<file path="config.mk">
export PLATFORM = sky130hd
export DESIGN_NAME = hwag_sync_ctrl
export DESIGN_NICKNAME = d
export VERILOG_FILES = /design/src/rtl/hwag_pkg.sv /design/src/rtl/hwag_gap_det.sv /design/src/rtl/hwag_sync_ctrl.sv
export SDC_FILE = /design/constraint.sdc
export NUM_CORES = 1
export LEC_CHECK = 0
export CORE_MARGIN = 2
export CORE_UTILIZATION = 27
export CTS_BUF_LIST = sky130_fd_sc_hd__clkbuf_4 sky130_fd_sc_hd__clkbuf_8
export CTS_CLUSTER_DIAMETER = 100
export DETAILED_ROUTE_END_ITERATION = 10
export DONT_BUFFER_PORTS = 1
export PLACE_DENSITY_LB_ADDON = 0.25
export SKIP_LAST_GASP = 1
export SYNTH_ARGS = -nofsm -noshare
export SYNTH_HDL_FRONTEND = slang
export SYNTH_SLANG_ARGS = --single-unit
</file>
<file path="constraint.sdc">
create_clock -name clk -period 3.85 [get_ports clk]
set_input_delay 0.5775 -clock clk [delete_from_list [all_inputs] [get_ports clk]]
set_output_delay 0.5775 -clock clk [all_outputs]
set_load 0.005 [all_outputs]
</file>
<file path="src/rtl/hwag_pkg.sv">
`default_nettype none
// ============================================================================
// Module   : hwag_pkg
// Purpose  : Shared types and constants for the hardware angle generator
//            crank/cam synchronisation logic.
// Revision : 1.0  initial release
// ============================================================================
package hwag_pkg;

    // Synchronisation state as seen by software and the angle generator
    typedef enum logic [1:0] {
        SYNC_STOP   = 2'd0,
        SYNC_SEEK   = 2'd1,
        SYNC_VERIFY = 2'd2,
        SYNC_LOCK   = 2'd3
    } sync_state_t;

    // Reason for the most recent loss of synchronisation
    typedef enum logic [1:0] {
        ERR_NONE        = 2'd0,
        ERR_EARLY_GAP   = 2'd1,
        ERR_MISSING_GAP = 2'd2,
        ERR_STALL       = 2'd3
    } err_code_t;

    // A gap tooth is at least (1 << GAP_RATIO_SHIFT) times the previous period
    localparam int GAP_RATIO_SHIFT = 1;
    // Real teeth on a 60-2 wheel
    localparam int TOOTH_NUM_DEF   = 58;

endpackage : hwag_pkg
`default_nettype wire

</file>
<file path="src/rtl/hwag_gap_det.sv">
`default_nettype none
// ============================================================================
// Module   : hwag_gap_det
// Purpose  : Missing-tooth gap detector. Remembers the previous tooth period
//            and flags the current one as a gap when it is at least twice
//            as long. The flag is suppressed until a period has been stored.
// Revision : 1.0  initial release
// ============================================================================
module hwag_gap_det
    import hwag_pkg::*;
#(
    parameter int PERIOD_W = 24
) (
    input  logic                clk,
    input  logic                rst,
    input  logic                i_clr,
    input  logic                i_load,
    input  logic [PERIOD_W-1:0] i_period,
    output logic                o_gap
);

    logic [PERIOD_W-1:0] r_prev_period;
    logic                r_prev_valid;
    logic [PERIOD_W:0]   w_thresh;

    // Previous-period storage; a clear wins so the reference is rebuilt after STOP
    always_ff @(posedge clk or negedge rst) begin
        if (!rst) begin
            r_prev_period <= '0;
            r_prev_valid  <= 1'b0;
        end else begin
            if (i_load) begin
                r_prev_period <= i_period;
            end
            if (i_clr) begin
                r_prev_valid <= 1'b0;
            end else if (i_load) begin
                r_prev_valid <= 1'b1;
            end
        end
    end

    // Ratio test at one extra bit so doubling a large period cannot wrap
    always_comb begin
        w_thresh = {1'b0, r_prev_period} << GAP_RATIO_SHIFT;
        o_gap    = r_prev_valid && ({1'b0, i_period} >= w_thresh);
    end

endmodule : hwag_gap_det
`default_nettype wire

</file>
<file path="src/rtl/hwag_sync_ctrl.sv">
`default_nettype none
// ============================================================================
// Module   : hwag_sync_ctrl
// Purpose  : Crank/cam synchronisation for a 60-2 wheel. Finds the gap,
//            verifies one full revolution, then tracks tooth index and the
//            720 degree cam phase. Reports loss of sync and engine stall.
// Revision : 1.0  initial release
// ============================================================================
module hwag_sync_ctrl
    import hwag_pkg::*;
#(
    parameter int TOOTH_NUM = TOOTH_NUM_DEF,
    parameter int PERIOD_W  = 24,
    parameter int CAM_TOOTH = 30
) (
    input  logic                         clk,
    input  logic                         rst,
    input  logic                         en,
    input  logic                         tooth_stb,
    input  logic [PERIOD_W-1:0]          tooth_period,
    input  logic                         cam_lvl,
    input  logic [PERIOD_W-1:0]          stall_limit,
    output logic [1:0]                   sync_state,
    output logic                         angle_en,
    output logic [$clog2(TOOTH_NUM)-1:0] tooth_idx,
    output logic                         phase,
    output logic                         phase_valid,
    output logic                         gap_stb,
    output logic                         err_stb,
    output logic [1:0]                   err_code
);

    localparam int IDX_W = $clog2(TOOTH_NUM);

    localparam logic [1:0]       c_st_stop   = SYNC_STOP;
    localparam logic [1:0]       c_st_seek   = SYNC_SEEK;
    localparam logic [1:0]       c_st_verify = SYNC_VERIFY;
    localparam logic [1:0]       c_st_lock   = SYNC_LOCK;
    localparam logic [IDX_W-1:0] c_last      = IDX_W'(TOOTH_NUM - 1);
    localparam logic [IDX_W-1:0] c_cam       = IDX_W'(CAM_TOOTH);

    logic [1:0]          r_state;
    logic [IDX_W-1:0]    r_idx;
    logic [IDX_W-1:0]    r_cnt;
    logic                r_phase;
    logic                r_phase_valid;
    logic                r_cam_smp;
    logic                r_cam_seen;
    logic                r_gap_stb;
    logic                r_err_stb;
    err_code_t           r_err_code;
    logic [PERIOD_W-1:0] r_stall;
    logic [PERIOD_W-1:0] w_stall_inc;
    logic                w_stall_hit;
    logic                w_gap;
    logic                w_gd_clr;

    // The period reference is dropped while stopped unless this strobe restarts sync
    assign w_gd_clr = !en || ((r_state == c_st_stop) && !tooth_stb);

    hwag_gap_det #(
        .PERIOD_W (PERIOD_W)
    ) u_gap_det (
        .clk      (clk),
        .rst      (rst),
        .i_clr    (w_gd_clr),
        .i_load   (tooth_stb),
        .i_period (tooth_period),
        .o_gap    (w_gap)
    );

    // Stall threshold is tested on the value the counter is about to take,
    // so the stop lands exactly stall_limit cycles after the last strobe
    always_comb begin
        w_stall_inc = (r_stall == '1) ? r_stall : r_stall + 1'b1;
        w_stall_hit = !tooth_stb && (r_state != c_st_stop) && (w_stall_inc >= stall_limit);
    end

    // Idle-time counter, saturating, cleared by every tooth
    always_ff @(posedge clk or negedge rst) begin
        if (!rst) begin
            r_stall <= '0;
        end else if (tooth_stb) begin
            r_stall <= '0;
        end else begin
            r_stall <= w_stall_inc;
        end
    end

    // Sync state machine with tooth/verify counters, cam phase and error reporting
    always_ff @(posedge clk or negedge rst) begin
        if (!rst) begin
            r_state       <= c_st_stop;
            r_idx         <= '0;
            r_cnt         <= '0;
            r_phase       <= 1'b0;
            r_phase_valid <= 1'b0;
            r_cam_smp     <= 1'b0;
            r_cam_seen    <= 1'b0;
            r_gap_stb     <= 1'b0;
            r_err_stb     <= 1'b0;
            r_err_code    <= ERR_NONE;
        end else begin
            r_gap_stb <= 1'b0;
            r_err_stb <= 1'b0;
            if (!en) begin
                r_state       <= c_st_stop;
                r_phase_valid <= 1'b0;
                r_cam_seen    <= 1'b0;
            end else if (w_stall_hit) begin
                r_state       <= c_st_stop;
                r_err_stb     <= 1'b1;
                r_err_code    <= ERR_STALL;
                r_phase_valid <= 1'b0;
                r_cam_seen    <= 1'b0;
            end else if (tooth_stb) begin
                case (r_state)
                    c_st_stop: begin
                        r_state <= c_st_seek;
                    end
                    c_st_seek: begin
                        if (w_gap) begin
                            r_state <= c_st_verify;
                            r_cnt   <= '0;
                        end
                    end
                    c_st_verify: begin
                        // Errors here only update the code; no strobe before lock
                        if (w_gap) begin
                            if (r_cnt == c_last) begin
                                r_state <= c_st_lock;
                                r_idx   <= '0;
                            end else begin
                                r_state    <= c_st_seek;
                                r_err_code <= ERR_EARLY_GAP;
                            end
                        end else if (r_cnt == c_last) begin
                            r_state    <= c_st_seek;
                            r_err_code <= ERR_MISSING_GAP;
                        end else begin
                            r_cnt <= r_cnt + 1'b1;
                        end
                    end
                    default: begin
                        if (w_gap && (r_idx == c_last)) begin
                            r_idx     <= '0;
                            r_gap_stb <= 1'b1;
                            // Trust the cam when it was seen, otherwise free-run the phase
                            if (r_cam_seen) begin
                                r_phase       <= r_cam_smp;
                                r_phase_valid <= 1'b1;
                            end else begin
                                r_phase <= ~r_phase;
                            end
                            r_cam_seen <= 1'b0;
                        end else if (w_gap || (r_idx == c_last)) begin
                            r_state       <= c_st_seek;
                            r_err_stb     <= 1'b1;
                            r_err_code    <= w_gap ? ERR_EARLY_GAP : ERR_MISSING_GAP;
                            r_phase_valid <= 1'b0;
                            r_cam_seen    <= 1'b0;
                        end else begin
                            r_idx <= r_idx + 1'b1;
                            // Sample the cam on the strobe that lands the index on the cam tooth
                            if ((r_idx + 1'b1) == c_cam) begin
                                r_cam_smp  <= cam_lvl;
                                r_cam_seen <= 1'b1;
                            end
                        end
                    end
                endcase
            end
        end
    end

    assign sync_state  = r_state;
    assign angle_en    = (r_state == c_st_lock);
    assign tooth_idx   = r_idx;
    assign phase       = r_phase;
    assign phase_valid = r_phase_valid;
    assign gap_stb     = r_gap_stb;
    assign err_stb     = r_err_stb;
    assign err_code    = r_err_code;

endmodule : hwag_sync_ctrl
`default_nettype wire

</file>
# Word-level counts from Yosys, hierarchy flattened
# Cells that the tools add are included.
# Widths: inputs -> output; s select.
# op_classes
n_reduce_logical	25
addsub	3
muxes	58
order_cmp	2
n_eq_ne	26
bitwise	6
# ops
operator	n
$mux 24	2
$mux 6	7
$mux 2	17
$mux 1	28
$reduce_and 7->1	4
$ge 24x25->1	1
$add 24x1->24 const B	1
$eq 24x24->1 const B	1
$ge 24x24->1	1
$pmux 6 s2	2
$ne 4x4->1 const B	4
$add 6x1->6 const B	2
$eq 6x6->1 const B	2
$ne 2x2->1 const B	5
$reduce_and 5->1	2
$ne 3x2->1 const B	3
$reduce_bool 2->1	4
$eq 6x5->1 const B	1
$ne 6x1->1 const B	1
$ne 6x4->1 const B	1
$not 1->1	6
$pmux 2 s3	1
$logic_and 1x1->1	5
$ne 5x1->1 const B	1
15 further kinds	18
# word_totals
regBits	71

# Logic depth before layout (Yosys ltp)
# logic_depth
depth_word	9
depth_mapped	14
ltp_nobuf	14

# Hierarchy
# Synthesis repeated with hierarchy kept, for this count alone.
# unflattened
hier_cells	530
hier_area_um2	4703.3
# by_module_without_submodules
mod	seq_area_each_um2	cells_per_inst	area_per_inst_um2	n_inst
hwag_sync_ctrl	1151.1	369	3223.1	1
hwag_gap_det	625.6	161	1480.2	1

# Worst setup path before layout
# OpenSTA, ideal clock, no wires.
# synth_path
path_kind	reg2reg
start	reg r_stall[16]
end	reg r_cam_smp
required_ps	3725
slack_ps	377
path_stages_with_launch	15
period_less_slack_ps	3473
t_arrival_ps	3348
path_cell_list	dfrtp_1 -> and4_4 -> and4_1 -> nand3_1 -> o21ai_4 -> or3_2 -> xnor2_1 -> ha_1 -> a21oi_1 -> o21ai_0 -> a221oi_1 -> o211ai_1 -> a21boi_0 -> and3_1 -> mux2_2
# synth_via
elab_chain_len	6
elab_cells_between_ends	7
cone_classes	add/sub (1); order compare (1); eq/ne (1); mux (1); bitwise (1); reduce/logical (2)
# synth_lines
item	line	rtl
start: declaration	hwag_sync_ctrl.sv:52	logic [PERIOD_W-1:0] r_stall;
start signal: assignment	hwag_sync_ctrl.sv:86	r_stall <= w_stall_inc;
$add 24x1->24 or $eq 24x24->1 (tied branches)	hwag_sync_ctrl.sv:75	w_stall_inc = (r_stall == '1) ? r_stall : r_stall + 1'b1;
$mux 24 (*)	hwag_sync_ctrl.sv:75	
$ge 24x24->1 (*)	hwag_sync_ctrl.sv:76	w_stall_hit = !tooth_stb && (r_state != c_st_stop) && (w_stall_inc >= stall_limit);
$logic_and 1x1->1 (*)	hwag_sync_ctrl.sv:76	
$not 1->1 (no line) (*)	n/a	
$reduce_and 7->1 (no line) (*)	n/a	
end signal: assignment	hwag_sync_ctrl.sv:166	r_cam_smp <= cam_lvl;
end: declaration	hwag_sync_ctrl.sv:47	logic r_cam_smp;
# Every way passes the cells marked *; elsewhere a longest branch is shown, timed or not.
# A chain may end at the register's enable or synchronous reset.

# Worst setup path after layout
# layout_path
start	reg r_stall[3]
end	reg r_cam_smp
# The elaborated chain is that of the path after synthesis.

==> key figures <==
Floorplanning
  – Starting density of the core: 27.8%
  – Core area: 17,400 um^2
  – Row cnt: 48
  – Die H: 138 um
  – Io pins: 68
  – Die ar.: 19,000 um^2
  – Die extent in x: 138 um

Global routing
  – Wire length of the first global-routing pass: 18,500 um
  – Initial antenna violation count: 1
  – Total Routing Usage GR: 12.4%
  – Number of global-route vias before repair: 3,919
  – Largest net degree at the start of global routing: 80
  – Grt total ovfl: 0

STA
  – Worst Tran Pin Value: 0.700 ns
  – Tcrit/Tclk final: 95.7%
  – Final slew viol count: 0
  – Rel. slew slack: 53.0%
  – Final min period: 3.68 ns
  – Final Skew: 0.0166 ns
  – Fin. Hold Viols: 0
  – Fmax: 271 MHz
  – Final setup vio count: 0

Finish
  – Commonest non-fill, non-tap cell in the layout: dfrtp_1
  – Area growth syn-to-layout: 12.6%
  – Final core utilization: 31.3%
  – Final-stage net count: 660
  – Share of cells above drive strength 1: 10.3%
  – Final Cell Area: 5450 um^2
  – Non-filler cells, final: 779
  – Most frequent cells in the layout: dfrtp_1 (69), inv_1 (66), ha_1 (59)

Placed design
  – Dpl cells: 753
  – Placed instance area: 5070 um^2
  – Hpwl dp: 8170 um
  – GPL Wtd Cong: 0.784
  – Count of buffers from port buffering: 0

Power
  – Max VDD drop: 128 uV
  – Combinational Power Share: 16.0%
  – Cell internal pwr: 1.36 mW
  – Switch share: 28.4%
  – PD cells: 348 nW/um^2
  – Pleak: 2.65 nW
  – Sequential power share: 45.7%
  – P_sw: 537 uW
  – Clock power frac: 38.3%

Synth
  – Area leader, netlist: dfrtp_1
  – Unique cell type count in the Yosys netlist: 59
  – Share of the synthesized area in the top cell type: 36.7%
  – Async set-reset flop share out of synthesis: 100%
  – Yosys reg bits: 71
  – Mapped Cells: 539
  – Dominant synthesized flop cell: dfrtp_1
  – Sequential share of the synthesized area: 36.7%
  – Synthesized area per cell: 8.98 um^2
  – Ys Warns: 0
  – Post-synth net total: 651
  – Synth top area cells: dfrtp_1 (37%), ha_1 (15%), inv_1 (5.1%), nand2_1 (4.5%), o21ai_0 (3.5%)
  – Synthesized area: 4840 um^2
  – Post-synth EDFFs: 0

Drt
  – Via count: 3,784
  – Drt pass-1 iters: 4
  – Drt via density: 4.86
  – Initial DRC Count: 213
  – Drt drc: 0
  – Drt total wl: 11,200 um
  – Number of nets with antenna violations after routing: 0
  – WL/cell: 14.4 um

Clock network
  – Skew-Pair Late Insertion Delay: 0.37 ns
  – CTS H-tree lvls: 3
  – Clock Path Buffers: 2
  – Clock sink count: 71
  – CTS tree: done
  – Worst-path clk slew: 0.08 ns
  – CTS buffer count: 9
  – Clock root buffer: clkbuf_8

Run
  – Max Cap Viol: 0

Worst setup path
  – CP startpoint kind: flip-flop
  – Worst Setup Path Type: flip-flop to flip-flop
  – Nature of the critical path endpoint: flip-flop
  – Crit path DAT: 3.94 ns
  – Worst path required time: 4.10 ns
  – Max FO, Critical Path: 5

Worst hold path
  – Min-Delay Path Class: input port to async pin

Status
  – Outcome: completed
[registers in the layout (all words and copies together), names as in the netlist]
| signal | cells |
|---|---|
| gap_stb | 1 |
| err_code | 2 |
| r_cam_smp | 1 |
| r_cam_seen | 1 |
| tooth_idx | 6 |
| u_gap_det.r_prev_valid | 1 |
| phase_valid | 1 |
| r_cnt | 6 |
| phase | 1 |
| r_stall | 24 |
| u_gap_det.r_prev_period | 24 |
| sync_state | 2 |
| err_stb | 1 |
[power groups by stage]
| stage | sequential (mW) | clock (mW) | combinational, mW |
|---|---|---|---|
| 3_5_place_dp | 0.883 | 0 | 0.286 |
| 5_1_grt | 0.876 | 0.791 | 0.356 |
| 2_1_floorplan | 0.859 | 0 | 0.248 |
| 6_report | 0.866 | 0.725 | 0.303 |
| 4_1_cts | 0.868 | 0.755 | 0.308 |
| 3_3_place_gp | 0.882 | 0 | 0.278 |
[final timing paths]
check                                                             start                                       to  slack [ns]  depth (start not counted)
worst max register to register                     r_stall[3]$_DFF_PN0_                    r_cam_smp$_DFFE_PN0P_        0.17                         14
worst max-delay path                               r_stall[3]$_DFF_PN0_                    r_cam_smp$_DFFE_PN0P_        0.17                         14
worst min register to register  u_gap_det.r_prev_period[23]$_DFFE_PN0P_  u_gap_det.r_prev_period[23]$_DFFE_PN0P_        0.53                          1
min in group clk                                              tooth_stb                     r_stall[2]$_DFF_PN0_        0.32                          1
worst min-delay path                                                rst                    r_stall[18]$_DFF_PN0_        0.09                          1
max in group asynchronous                                           rst                     r_stall[4]$_DFF_PN0_        3.42                          1
[cell type report]
| cell class | instances | area (um^2) |
|---|---|---|
| fill | 1821 | 12000 |
| multi-input combinational | 387 | 2780 |
| sequential | 71 | 1780 |
| tap | 225 | 282 |
| inverter | 66 | 248 |
| clock buffer | 12 | 165 |
| timing repair buffer | 13 | 118 |
| clock inverter | 4 | 76.3 |
| antenna | 1 | 2.50 |
[worst max-delay path, stage by stage (launching register included)]
cell and delay [ns]:
dfrtp_2 0.43, nand4_4 0.15, nor4_4 0.27, and3_4 0.27
nand4_4 0.15, nor3_4 0.25, xor2_1 0.30, ha_1 0.29
nor3b_1 0.18, o21ai_0 0.11, a21oi_1 0.17, o211ai_1 0.22
a21boi_1 0.26, and3_1 0.19, mux2_2 0.33
[synth_stat cells, types with 5 or more instances]
master / instances
dfrtp_1: 71
inv_1: 66
ha_1: 59
nand2_1: 58
o21ai_0: 34
a21oi_1: 30
nor2_1: 28
nor2b_1: 24
nand4_1: 16
xor2_1: 13
clkbuf_1: 11
nand3_1: 11
nor3_1: 11
xnor2_1: 11
a211oi_1: 6
and3_1: 5
mux2i_1: 5
[layer usage]
| layer | routed length [um] | up-vias | global-route usage (%) |
|---|---|---|---|
| li1 | - | 1878 | - |
| met1 | 5140 | 1810 | 14.7 |
| met2 | 5210 | 77 | 20.8 |
| met3 | 622 | 19 | 4.06 |
| met4 | 249 | 0 | 4.88 |
| met5 | 0 | - | 0 |
[per-stage QoR]
step                hold slack, ns  worst slack (ns)  total power [mW]  setup TNS [ns]
CTS                         0.0986           0.00655              1.93               0
finish                      0.0935             0.167              1.89               0
global placement             0.284            0.0814              1.16               0
floorplan                    0.282             0.377              1.11               0
global route                0.0992        -0.0000568              2.02      -0.0000568
detailed placement           0.286           -0.0641              1.17         -0.0641
[timing repair]
action	in CTS	in global routing
resized for setup	1	8
endpoints found under the hold margin	71	0
setup endpoints to repair	1	7
pin swaps	1	7
hold buffers	1	0
setup buffers	0	8
[logic make-up (layout without fill, tap and decap cells)]
family          after synthesis  count (layout)  synth area share (%)
xor+xnor                     24              24                  4.34
other cells                   0               1                     0
flops                        71              71                  36.7
fa+ha+maj                    59              59                  15.3
simple gates                187             187                  21.2
compound gates              107             107                  13.5
buf+inv                      81              95                  6.70
mux                          10              10                  2.28
No activity file was read; power rests on OpenSTA's default activity.
